File: src/rtl/key_events.sv
`default_nettype none
// ============================================================================
//  Module      : key_events
//  Description : Per-key debounce filter and press/release event FIFO that
//                sits directly downstream of the TM1638 LED&Key driver. Each
//                of the eight raw key levels is filtered by a persistence
//                counter. Every change of a debounced level becomes one
//                {press, key} event. Events are queued in a small
//                first-word-fall-through FIFO with a valid/ready interface.
//  Ports       : clock, reset       - master clock, synchronous active-high reset
//                keys[7:0]          - raw key levels (1 = pressed)
//                keys_stable[7:0]   - debounced key levels
//                event_valid        - FIFO head holds an event
//                event_key[2:0]     - key index of the head event
//                event_press        - 1 = press, 0 = release
//                event_ready        - consumer accepts the head event
//                event_count        - number of queued events
//                overflow           - sticky flag, an event was dropped
//                clear_overflow     - clears overflow
//  Revision    : 1.0 - initial release
// ============================================================================
module key_events #(
    parameter int DEBOUNCE_CYCLES = 120000,
    parameter int FIFO_DEPTH      = 8
) (
    input  logic                          clock,
    input  logic                          reset,
    input  logic [7:0]                    keys,
    output logic [7:0]                    keys_stable,
    output logic                          event_valid,
    output logic [2:0]                    event_key,
    output logic                          event_press,
    input  logic                          event_ready,
    output logic [$clog2(FIFO_DEPTH):0]   event_count,
    output logic                          overflow,
    input  logic                          clear_overflow
);

    localparam int CNT_W  = $clog2(DEBOUNCE_CYCLES);
    localparam int PTR_W  = $clog2(FIFO_DEPTH);
    localparam int FCNT_W = PTR_W + 1;

    localparam logic [CNT_W-1:0]  c_CNT_MAX = CNT_W'(DEBOUNCE_CYCLES - 1);
    localparam logic [FCNT_W-1:0] c_FULL    = FCNT_W'(FIFO_DEPTH);

    // ------------------------------------------------------------------
    // Debounce
    // ------------------------------------------------------------------
    logic [7:0]       r_stable;
    logic [7:0]       w_flip;
    logic [CNT_W-1:0] r_cnt [8];

    genvar gi;
    generate
        for (gi = 0; gi < 8; gi++) begin : g_key
            // A flip needs DEBOUNCE_CYCLES consecutive differing edges: the
            // counter walks 0..DEBOUNCE_CYCLES-1 and the next differing edge flips.
            assign w_flip[gi] = (keys[gi] != r_stable[gi]) && (r_cnt[gi] == c_CNT_MAX);

            always_ff @(posedge clock) begin
                if (reset) begin
                    r_cnt[gi] <= '0;
                end else if (keys[gi] == r_stable[gi]) begin
                    r_cnt[gi] <= '0;
                end else if (r_cnt[gi] == c_CNT_MAX) begin
                    r_cnt[gi] <= '0;
                end else begin
                    r_cnt[gi] <= r_cnt[gi] + 1'b1;
                end
            end
        end
    endgenerate

    // ------------------------------------------------------------------
    // Pending events and priority drain (lowest key index first)
    // ------------------------------------------------------------------
    logic [7:0] r_pending;
    logic [7:0] r_pend_type;
    logic [7:0] w_drain_oh;
    logic [2:0] w_drain_idx;
    logic       w_drain_valid;
    logic       w_drain_type;

    always_comb begin
        // x & -x isolates the lowest set bit
        w_drain_oh    = r_pending & (~r_pending + 8'd1);
        w_drain_valid = |r_pending;
        w_drain_type  = |(r_pend_type & w_drain_oh);
        w_drain_idx   = 3'd0;
        for (int i = 7; i >= 0; i--) begin
            if (r_pending[i]) begin
                w_drain_idx = 3'(i);
            end
        end
    end

    always_ff @(posedge clock) begin
        if (reset) begin
            r_stable    <= '0;
            r_pending   <= '0;
            r_pend_type <= '0;
        end else begin
            r_stable    <= r_stable ^ w_flip;
            // A key never flips while its own pending bit is still set, so
            // clearing the drained bit and setting new ones cannot collide.
            r_pending   <= (r_pending & ~w_drain_oh) | w_flip;
            r_pend_type <= (r_pend_type & ~w_flip) | (keys & w_flip);
        end
    end

    // ------------------------------------------------------------------
    // Event FIFO (first-word-fall-through)
    // ------------------------------------------------------------------
    logic [3:0]        r_mem [FIFO_DEPTH];
    logic [PTR_W-1:0]  r_wr;
    logic [PTR_W-1:0]  r_rd;
    logic [FCNT_W-1:0] r_count;
    logic              r_overflow;
    logic              w_nonempty;
    logic              w_pop;
    logic              w_space;
    logic              w_push;

    assign w_nonempty = (r_count != '0);
    assign w_pop      = w_nonempty && event_ready;
    // A full FIFO still accepts a push when the head leaves on the same edge
    assign w_space    = (r_count != c_FULL) || w_pop;
    assign w_push     = w_drain_valid && w_space;

    always_ff @(posedge clock) begin
        if (reset) begin
            r_wr       <= '0;
            r_rd       <= '0;
            r_count    <= '0;
            r_overflow <= 1'b0;
        end else begin
            if (w_push) begin
                r_wr <= r_wr + 1'b1;
            end
            if (w_pop) begin
                r_rd <= r_rd + 1'b1;
            end
            case ({w_push, w_pop})
                2'b10:   r_count <= r_count + 1'b1;
                2'b01:   r_count <= r_count - 1'b1;
                default: r_count <= r_count;
            endcase
            // Setting wins over clearing on the same edge
            if (w_drain_valid && !w_space) begin
                r_overflow <= 1'b1;
            end else if (clear_overflow) begin
                r_overflow <= 1'b0;
            end
        end
    end

    // Storage needs no reset: the outputs are gated by the entry count
    always_ff @(posedge clock) begin
        if (w_push) begin
            r_mem[r_wr] <= {w_drain_type, w_drain_idx};
        end
    end

    // ------------------------------------------------------------------
    // Outputs
    // ------------------------------------------------------------------
    assign keys_stable = r_stable;
    assign event_valid = w_nonempty;
    assign event_key   = w_nonempty ? r_mem[r_rd][2:0] : 3'd0;
    assign event_press = w_nonempty ? r_mem[r_rd][3]   : 1'b0;
    assign event_count = r_count;
    assign overflow    = r_overflow;

endmodule
`default_nettype wire

File: config.mk
export PLATFORM = sky130hd
export DESIGN_NAME = key_events
export DESIGN_NICKNAME = d
export VERILOG_FILES = /design/src/rtl/key_events.sv
export SDC_FILE = /design/constraint.sdc
export NUM_CORES = 1
export LEC_CHECK = 0
export CAP_MARGIN = 5
export CELL_PAD_IN_SITES_DETAIL_PLACEMENT = 1
export CELL_PAD_IN_SITES_GLOBAL_PLACEMENT = 2
export CORE_AREA = 2 2 206 208
export CTS_BUF_LIST = sky130_fd_sc_hd__clkbuf_16
export CTS_CLUSTER_DIAMETER = 150
export CTS_CLUSTER_SIZE = 16
export DETAILED_ROUTE_END_ITERATION = 8
export DIE_AREA = 0 0 208 210
export PLACE_DENSITY_LB_ADDON = 0.12
export RECOVER_POWER = 50
export SYNTH_ARGS = -nofsm -noshare
export SYNTH_HDL_FRONTEND = slang
export SYNTH_SLANG_ARGS = --single-unit
File: constraint.sdc
create_clock -name clock -period 2.7 [get_ports clock]
set_clock_uncertainty 0.05 [all_clocks]
set_input_delay 0.54 -clock clock [delete_from_list [all_inputs] [get_ports clock]]
set_output_delay 0.54 -clock clock [all_outputs]
set_load 0.005 [all_outputs]
==> results.yml, run 1 <==
timing:
  totalNegativeSetupSlack_ns: 0
  grt_setup_unrepaired: "no"
  slew-limit-headroom_pct: 55.3
  report.final.setup_viol: 0
  fmax_mhz: 385
  worst_pin_slew_ns: 0.668
  final_critical_path_setup_slack_ns: 0.103
  hold_viol: 0
  hold-worst-slack_ns: 0.398
  number_of_pins_with_negative_max_slew_slack_in_the_final_report: 0
  finalCritPeriodShare_pct: 96.2
  min_period_ns: 2.60
hold_path:
  min_delay_path_depth: 2
  path_category_of_the_worst_min_delay_check: "input port to flop"
  min_from: "reset"
grt:
  number_of_global_route_vias_before_repair: 7253
  met3_usage_pct: 1.79
  grt.met2_usage_pct: 18.2
  grt_pass1_wl_um: 38400
  grt_antenna_before_repair: 1
  total_global_routing_track_utilization_pct: 10.7
  global_route.peak_usage_layer: "met2"
  overflow: 0
  maximum_number_of_pins_on_one_net_before_global_route_repair: 19
  use_met1_pct: 14.1
floorplan:
  design.portCount: 30
  die_w_um: 208
  initial_core_util_pct: 24.8
  fp.dieArea_um2: 43700
  die-height_um: 210
  placement_rows: 75
  core_area_um2: 41500
setup_path:
  worstPathArrival_ns: 2.01
  regToRegStartpoint: "event_count[0]$_SDFFE_PP0P_"
  critPathMaxFanout: 6
  timing.reg2reg.setup_slack_ns: 0.21
  worst-path-buf-inv: 3
  startpoint_type: "flop"
  worst_ep_required_ns: 2.11
  timing.critical_path.max_delay_family: "multiplexers"
  cp_cell_sequence: "buf_6, buf_4, mux4_2, mux2i_1, nor2_1, clkdlybuf4s15_1"
  worstRegToRegCells: 10
  worst_r2r_endpoint: "event_count[3]$_SDFFE_PP0P_"
  cpPeakStageDelay_ns: 0.48
  cp-end-kind: "output port"
  worstSetupPathType: "flop to output port"
  cpMaxStageDelayCell: "sky130_fd_sc_hd__mux4_2"
yosys:
  synth_enable_flop_cells: 168
  post_synth.cell_area_avg_um2: 11.0
  synthesis.instances: 932
  synth-seq-cells: 206
  synthesis.yosys.warnings: 0
  synth_cell_type_count: 61
  netlist_area_um2: 10300
  postSynth.asyncResetShare_pct: 0
  postSynth.topFlopCell: "sky130_fd_sc_hd__edfxtp_1"
  seq_area_frac_synth_pct: 56.5
outcome:
  run_status: "complete, no violations"
cts:
  clock_pin_slew_on_the_worst_setup_and_hold_paths_ns: 0.08
  clock_latency_ns: 0.49
  cts_made_buffers: 16
  cts.hold.buffers_added: 0
  cts_tree: "done"
  ctsHtreeMaxLevel: 1
  clk_path_buf_depth: 3
  ctsRootBufferMaster: "sky130_fd_sc_hd__clkbuf_16"
  cts.sink_count: 206
cells_and_area:
  seqCellArea_um2: 5810
  finalInstanceArea_um2: 12300
  final_core_utilization_pct: 29.7
  post_route_cells_drive_above_1_share_pct: 5.43
  num-nets-final: 1156
  syn_to_final_growth_pct: 19.8
  final_cells: 1680
  most-common-layout-cells: "sky130_fd_sc_hd__nor2_1 (190), sky130_fd_sc_hd__edfxtp_1 (168), sky130_fd_sc_hd__conb_1 (136)"
  multi_input_comb_area_um2: 4740
  antenna_cells_inserted: 0
  n_fill_cell: 4737
  final_common_cell: "sky130_fd_sc_hd__nor2_1"
place:
  detailedPlacementHpwl_um: 16500
  gp_congestion: 0.691
  post-place-ws_ns: 0.0809
  post-place-cells: 1647
  postPlaceCellArea_um2: 11900
  numPortBuffers: 29
drt:
  post-route-drc-count: 0
  routed-via-count: 7069
  first_pass_iters: 4
  detail-route-antenna-nets: 0
  initial_drc_count: 238
  wl_per_cell_um: 13.6
  routed_via_density: 4.21
  wirelength_um: 22900
pwr:
  power.leakage_nw: 4.43
  ir_drop_mv: 0.327
  design_power_total_mw: 7.18
  powerDensity_nw_per_um2: 583
job:
  cap_violations: 0
-- cells in the mapped netlist, types with 3 or more instances --
cell / number / area, um2
sky130_fd_sc_hd__edfxtp_1: 168 / 5040
sky130_fd_sc_hd__nand2b_1: 6 / 37.5
sky130_fd_sc_hd__and3_1: 24 / 150
sky130_fd_sc_hd__nor4b_1: 4 / 35.0
sky130_fd_sc_hd__nand3b_1: 4 / 30.0
sky130_fd_sc_hd__xnor2_1: 47 / 412
sky130_fd_sc_hd__dfxtp_1: 38 / 761
sky130_fd_sc_hd__nand3_1: 59 / 295
sky130_fd_sc_hd__nand4_1: 22 / 138
sky130_fd_sc_hd__and2_1: 7 / 43.8
sky130_fd_sc_hd__nor2_1: 190 / 713
sky130_fd_sc_hd__mux4_2: 8 / 180
sky130_fd_sc_hd__xor2_1: 85 / 744
sky130_fd_sc_hd__and4_1: 15 / 131
sky130_fd_sc_hd__nor3_1: 16 / 80.1
sky130_fd_sc_hd__nor2b_1: 5 / 31.3
sky130_fd_sc_hd__clkbuf_1: 12 / 45.0
sky130_fd_sc_hd__nand2_1: 65 / 244
sky130_fd_sc_hd__o21ai_0: 14 / 70.1
sky130_fd_sc_hd__nor3b_1: 5 / 37.5
sky130_fd_sc_hd__inv_1: 24 / 90.1
sky130_fd_sc_hd__nor4_1: 8 / 50.1
sky130_fd_sc_hd__nand4b_1: 8 / 70.1
sky130_fd_sc_hd__or4_1: 3 / 22.5
sky130_fd_sc_hd__buf_6: 5 / 56.3
sky130_fd_sc_hd__buf_2: 4 / 20.0
sky130_fd_sc_hd__a21oi_1: 17 / 85.1
sky130_fd_sc_hd__mux2i_1: 16 / 160
sky130_fd_sc_hd__ha_1: 12 / 150
sky130_fd_sc_hd__a31oi_1: 4 / 25.0
-- cell families (layout without fill, tap and decap cells) --
logic type	after synthesis	in the layout	share of synthesized area (%)
compound gates	48	48	2.76
fa+ha+maj	13	13	1.65
flops	206	206	56.5
other cells	1	136	0.0365
mux	25	25	3.42
buf+inv	49	123	2.25
xor+xnor	132	132	11.2
simple gates	458	458	22.2
-- state kept, by name, indices dropped and copies added (netlist names), named ones only --
signal / count
event_count: 4
overflow: 1
r_cnt: 136
r_mem: 32
r_pending: 8
r_rd: 3
r_wr: 3
-- routing by layer --
metal,part of all wire [%],vias to the layer above
met4,2.0,2
met5,0.048,-
li1,-,3570
met2,47,45
met3,3.2,29
met1,48,3423
-- timing repair --
item,in CTS,in global routing
pin swaps,0,2
setup buffers,4,1
resized for setup,7,4
setup endpoints to repair,4,3
-- worst max path at each step --
stage / from / end / slack (ns) / depth (start not counted)
4_1_cts: flop / event_key[0] / 0.02 / 6
2_1_floorplan: event_count[3]$_SDFFE_PP0P_ / event_count[3]$_SDFFE_PP0P_ / 0.10 / 11
3_5_place_dp: event_ready / event_count[3]$_SDFFE_PP0P_ / 0.08 / 9
6_report: flop / event_key[2] / 0.10 / 6
3_3_place_gp: event_ready / event_count[3]$_SDFFE_PP0P_ / 0.10 / 9
5_1_grt: flop / event_key[2] / 0.007 / 6
-- report_power, final --
| part | internal, mW | total (mW) | switching (mW) | leakage (nW) |
|---|---|---|---|---|
| Combinational | 0.575 | 1.07 | 0.492 | 2.16 |
| Clock | 1.14 | 2.31 | 1.17 | 0.264 |
| Sequential | 3.60 | 3.80 | 0.198 | 2.00 |
-- layout make-up --
class,instances,area share (%)
Sequential cell,206,47.1
Multi-Input combinational cell,812,38.5
Tap cell,539,5.47
Timing Repair Buffer,70,4.37
Clock buffer,17,3.45
Inverter,25,0.762
Clock inverter,11,0.335
No activity file was read; power rests on OpenSTA's default activity.
==> inputs of run 2 (changes only) <==
--- a/config.mk
+++ b/config.mk
@@ -10,7 +10,6 @@
 export CELL_PAD_IN_SITES_GLOBAL_PLACEMENT = 2
 export CORE_AREA = 2 2 206 208
 export CTS_BUF_LIST = sky130_fd_sc_hd__clkbuf_16
-export CTS_CLUSTER_DIAMETER = 150
 export CTS_CLUSTER_SIZE = 16
 export DETAILED_ROUTE_END_ITERATION = 8
 export DIE_AREA = 0 0 208 210
==> run 2 against run 1 <==
Combinational power about the same. Clock power increased by 57%. Sequential power about the same. First-iteration DRC count decreased by 5.0%. Critical path depth decreased by 1. Via count increased by 1.7%. Highest routed layer unchanged.
==> results.yml, run 2 (synthesis gave the netlist of run 1 again) <==
timing:
  hold_viol: 0
  number_of_pins_with_negative_max_slew_slack_in_the_final_report: 0
  report.final.setup_viol: 0
  hold-worst-slack_ns: 0.342
  final_critical_path_setup_slack_ns: 0.119
  finalCritPeriodShare_pct: 95.6
  min_period_ns: 2.58
  grt_setup_unrepaired: "no"
  fmax_mhz: 387
  slew-limit-headroom_pct: 55.5
  worst_pin_slew_ns: 0.666
cts:
  clk_path_buf_depth: 3
  cts.hold.buffers_added: 0
  cts.sink_count: 206
  cts_tree: "done"
  clock_latency_ns: 0.56
  clock_pin_slew_on_the_worst_setup_and_hold_paths_ns: 0.06
  ctsHtreeMaxLevel: 1
  cts_made_buffers: 28
  ctsRootBufferMaster: "sky130_fd_sc_hd__clkbuf_16"
place:
  post-place-ws_ns: 0.0809
  detailedPlacementHpwl_um: 16500
  numPortBuffers: 29
  gp_congestion: 0.691
cells_and_area:
  final_common_cell: "sky130_fd_sc_hd__nor2_1"
  num-nets-final: 1167
  final_core_utilization_pct: 30.7
  flip_flop_count_of_the_largest_register_all_copies_and_words_added: 136
  post_route_cells_drive_above_1_share_pct: 7.56
  most-common-layout-cells: "sky130_fd_sc_hd__nor2_1 (190), sky130_fd_sc_hd__edfxtp_1 (168), sky130_fd_sc_hd__conb_1 (136)"
  syn_to_final_growth_pct: 23.9
  max_flop_register: "r_cnt"
  reg_top3: "r_cnt: 136 flops, r_mem: 32 flops, r_pending: 8 flops"
  n_fill_cell: 4709
  antenna_cells_inserted: 0
floorplan:
  initial_core_util_pct: 24.8
  die_w_um: 208
  core_area_um2: 41500
  placement_rows: 75
  die-height_um: 210
  design.portCount: 30
  fp.dieArea_um2: 43700
drt:
  post-route-drc-count: 0
  wl_per_cell_um: 13.7
  initial_drc_count: 226
  routed_via_density: 4.22
  routed-via-count: 7186
  wirelength_um: 23200
  detail-route-antenna-nets: 0
  first_pass_iters: 4
grt:
  maximum_number_of_pins_on_one_net_before_global_route_repair: 19
  total_global_routing_track_utilization_pct: 10.9
  grt_pass1_wl_um: 38900
  grt_antenna_before_repair: 1
  overflow: 0
  number_of_global_route_vias_before_repair: 7383
setup_path:
  critPathMaxFanout: 6
  worstPathArrival_ns: 1.99
  regToRegStartpoint: "event_count[0]$_SDFFE_PP0P_"
  worstSetupPathType: "flop to output port"
  worstRegToRegCells: 10
  startpoint_type: "flop"
  cp-end-kind: "output port"
  worst_ep_required_ns: 2.11
  timing.reg2reg.setup_slack_ns: 0.21
  worst_r2r_endpoint: "event_count[3]$_SDFFE_PP0P_"
pwr:
  ir_drop_mv: 0.413
  powerDensity_nw_per_um2: 666
  design_power_total_mw: 8.48
  power.leakage_nw: 4.61
outcome:
  run_status: "complete, no violations"
hold_path:
  min_delay_path_depth: 2
  path_category_of_the_worst_min_delay_check: "input port to flop"
  min_from: "reset"
job:
  cap_violations: 0
-- run 2: repair_timing --
action	4_1_cts	5_1_grt
endpoints found under the setup margin	4	2
setup buffers	4	0
pin swaps	2	1
gates resized for setup	14	2
-- run 2: cell type report --
type / instances / area [um2] / share of cell area (%)
clock inverters: 24 / 205 / 1.61
repair buffers: 69 / 515 / 4.05
well taps: 539 / 674 / 5.30
flip-flops and latches: 206 / 5810 / 45.6
clock buffers: 28 / 701 / 5.50
multi-input cells: 812 / 4740 / 37.2
inverters: 25 / 93.8 / 0.737
-- run 2: worst max-delay path by stage --
stage / startpoint / endpoint / slack (ns)
after CTS: flop / event_press / -0.001
after floorplan: event_count[3]$_SDFFE_PP0P_ / event_count[3]$_SDFFE_PP0P_ / 0.10
after global placement: event_ready / event_count[3]$_SDFFE_PP0P_ / 0.10
after global routing: flop / event_key[1] / 0.003
after detailed placement: event_ready / event_count[3]$_SDFFE_PP0P_ / 0.08
final: flop / event_key[1] / 0.12
-- run 2: critical path: stages, from the launching register on --
cell,delay [ns]
sky130_fd_sc_hd__dfxtp_2,0.32
sky130_fd_sc_hd__buf_6,0.12
sky130_fd_sc_hd__mux4_2,0.51
sky130_fd_sc_hd__mux2i_1,0.17
sky130_fd_sc_hd__nor2_1,0.06
sky130_fd_sc_hd__dlygate4sd2_1,0.26
-- run 2: power by group --
part	total, mW	switching [mW]	internal [mW]
logic	1.04	0.486	0.551
registers	3.81	0.199	3.61
clock network	3.63	1.47	2.17
total	8.48	2.15	6.33
-- run 2: stage by stage --
step / TNS [ns] / area (um2) / instances
after floorplan: 0 / 10800 / 1067
after global placement: 0 / 11900 / 1647
after detailed placement: 0 / 11900 / 1647
after CTS: -0.00131 / 12800 / 1703
after global routing: 0 / 12700 / 1703
final: 0 / 12700 / 1703
-- run 2: layer usage --
metal | part of all wire [%] | vias up | GRT usage [%]
met5 | 0.047 | - | 0
met4 | 2.7 | 2 | 3.15
met3 | 3.2 | 41 | 2.22
met2 | 47 | 55 | 18.3
met1 | 47 | 3476 | 14.2
li1 | - | 3612 | -
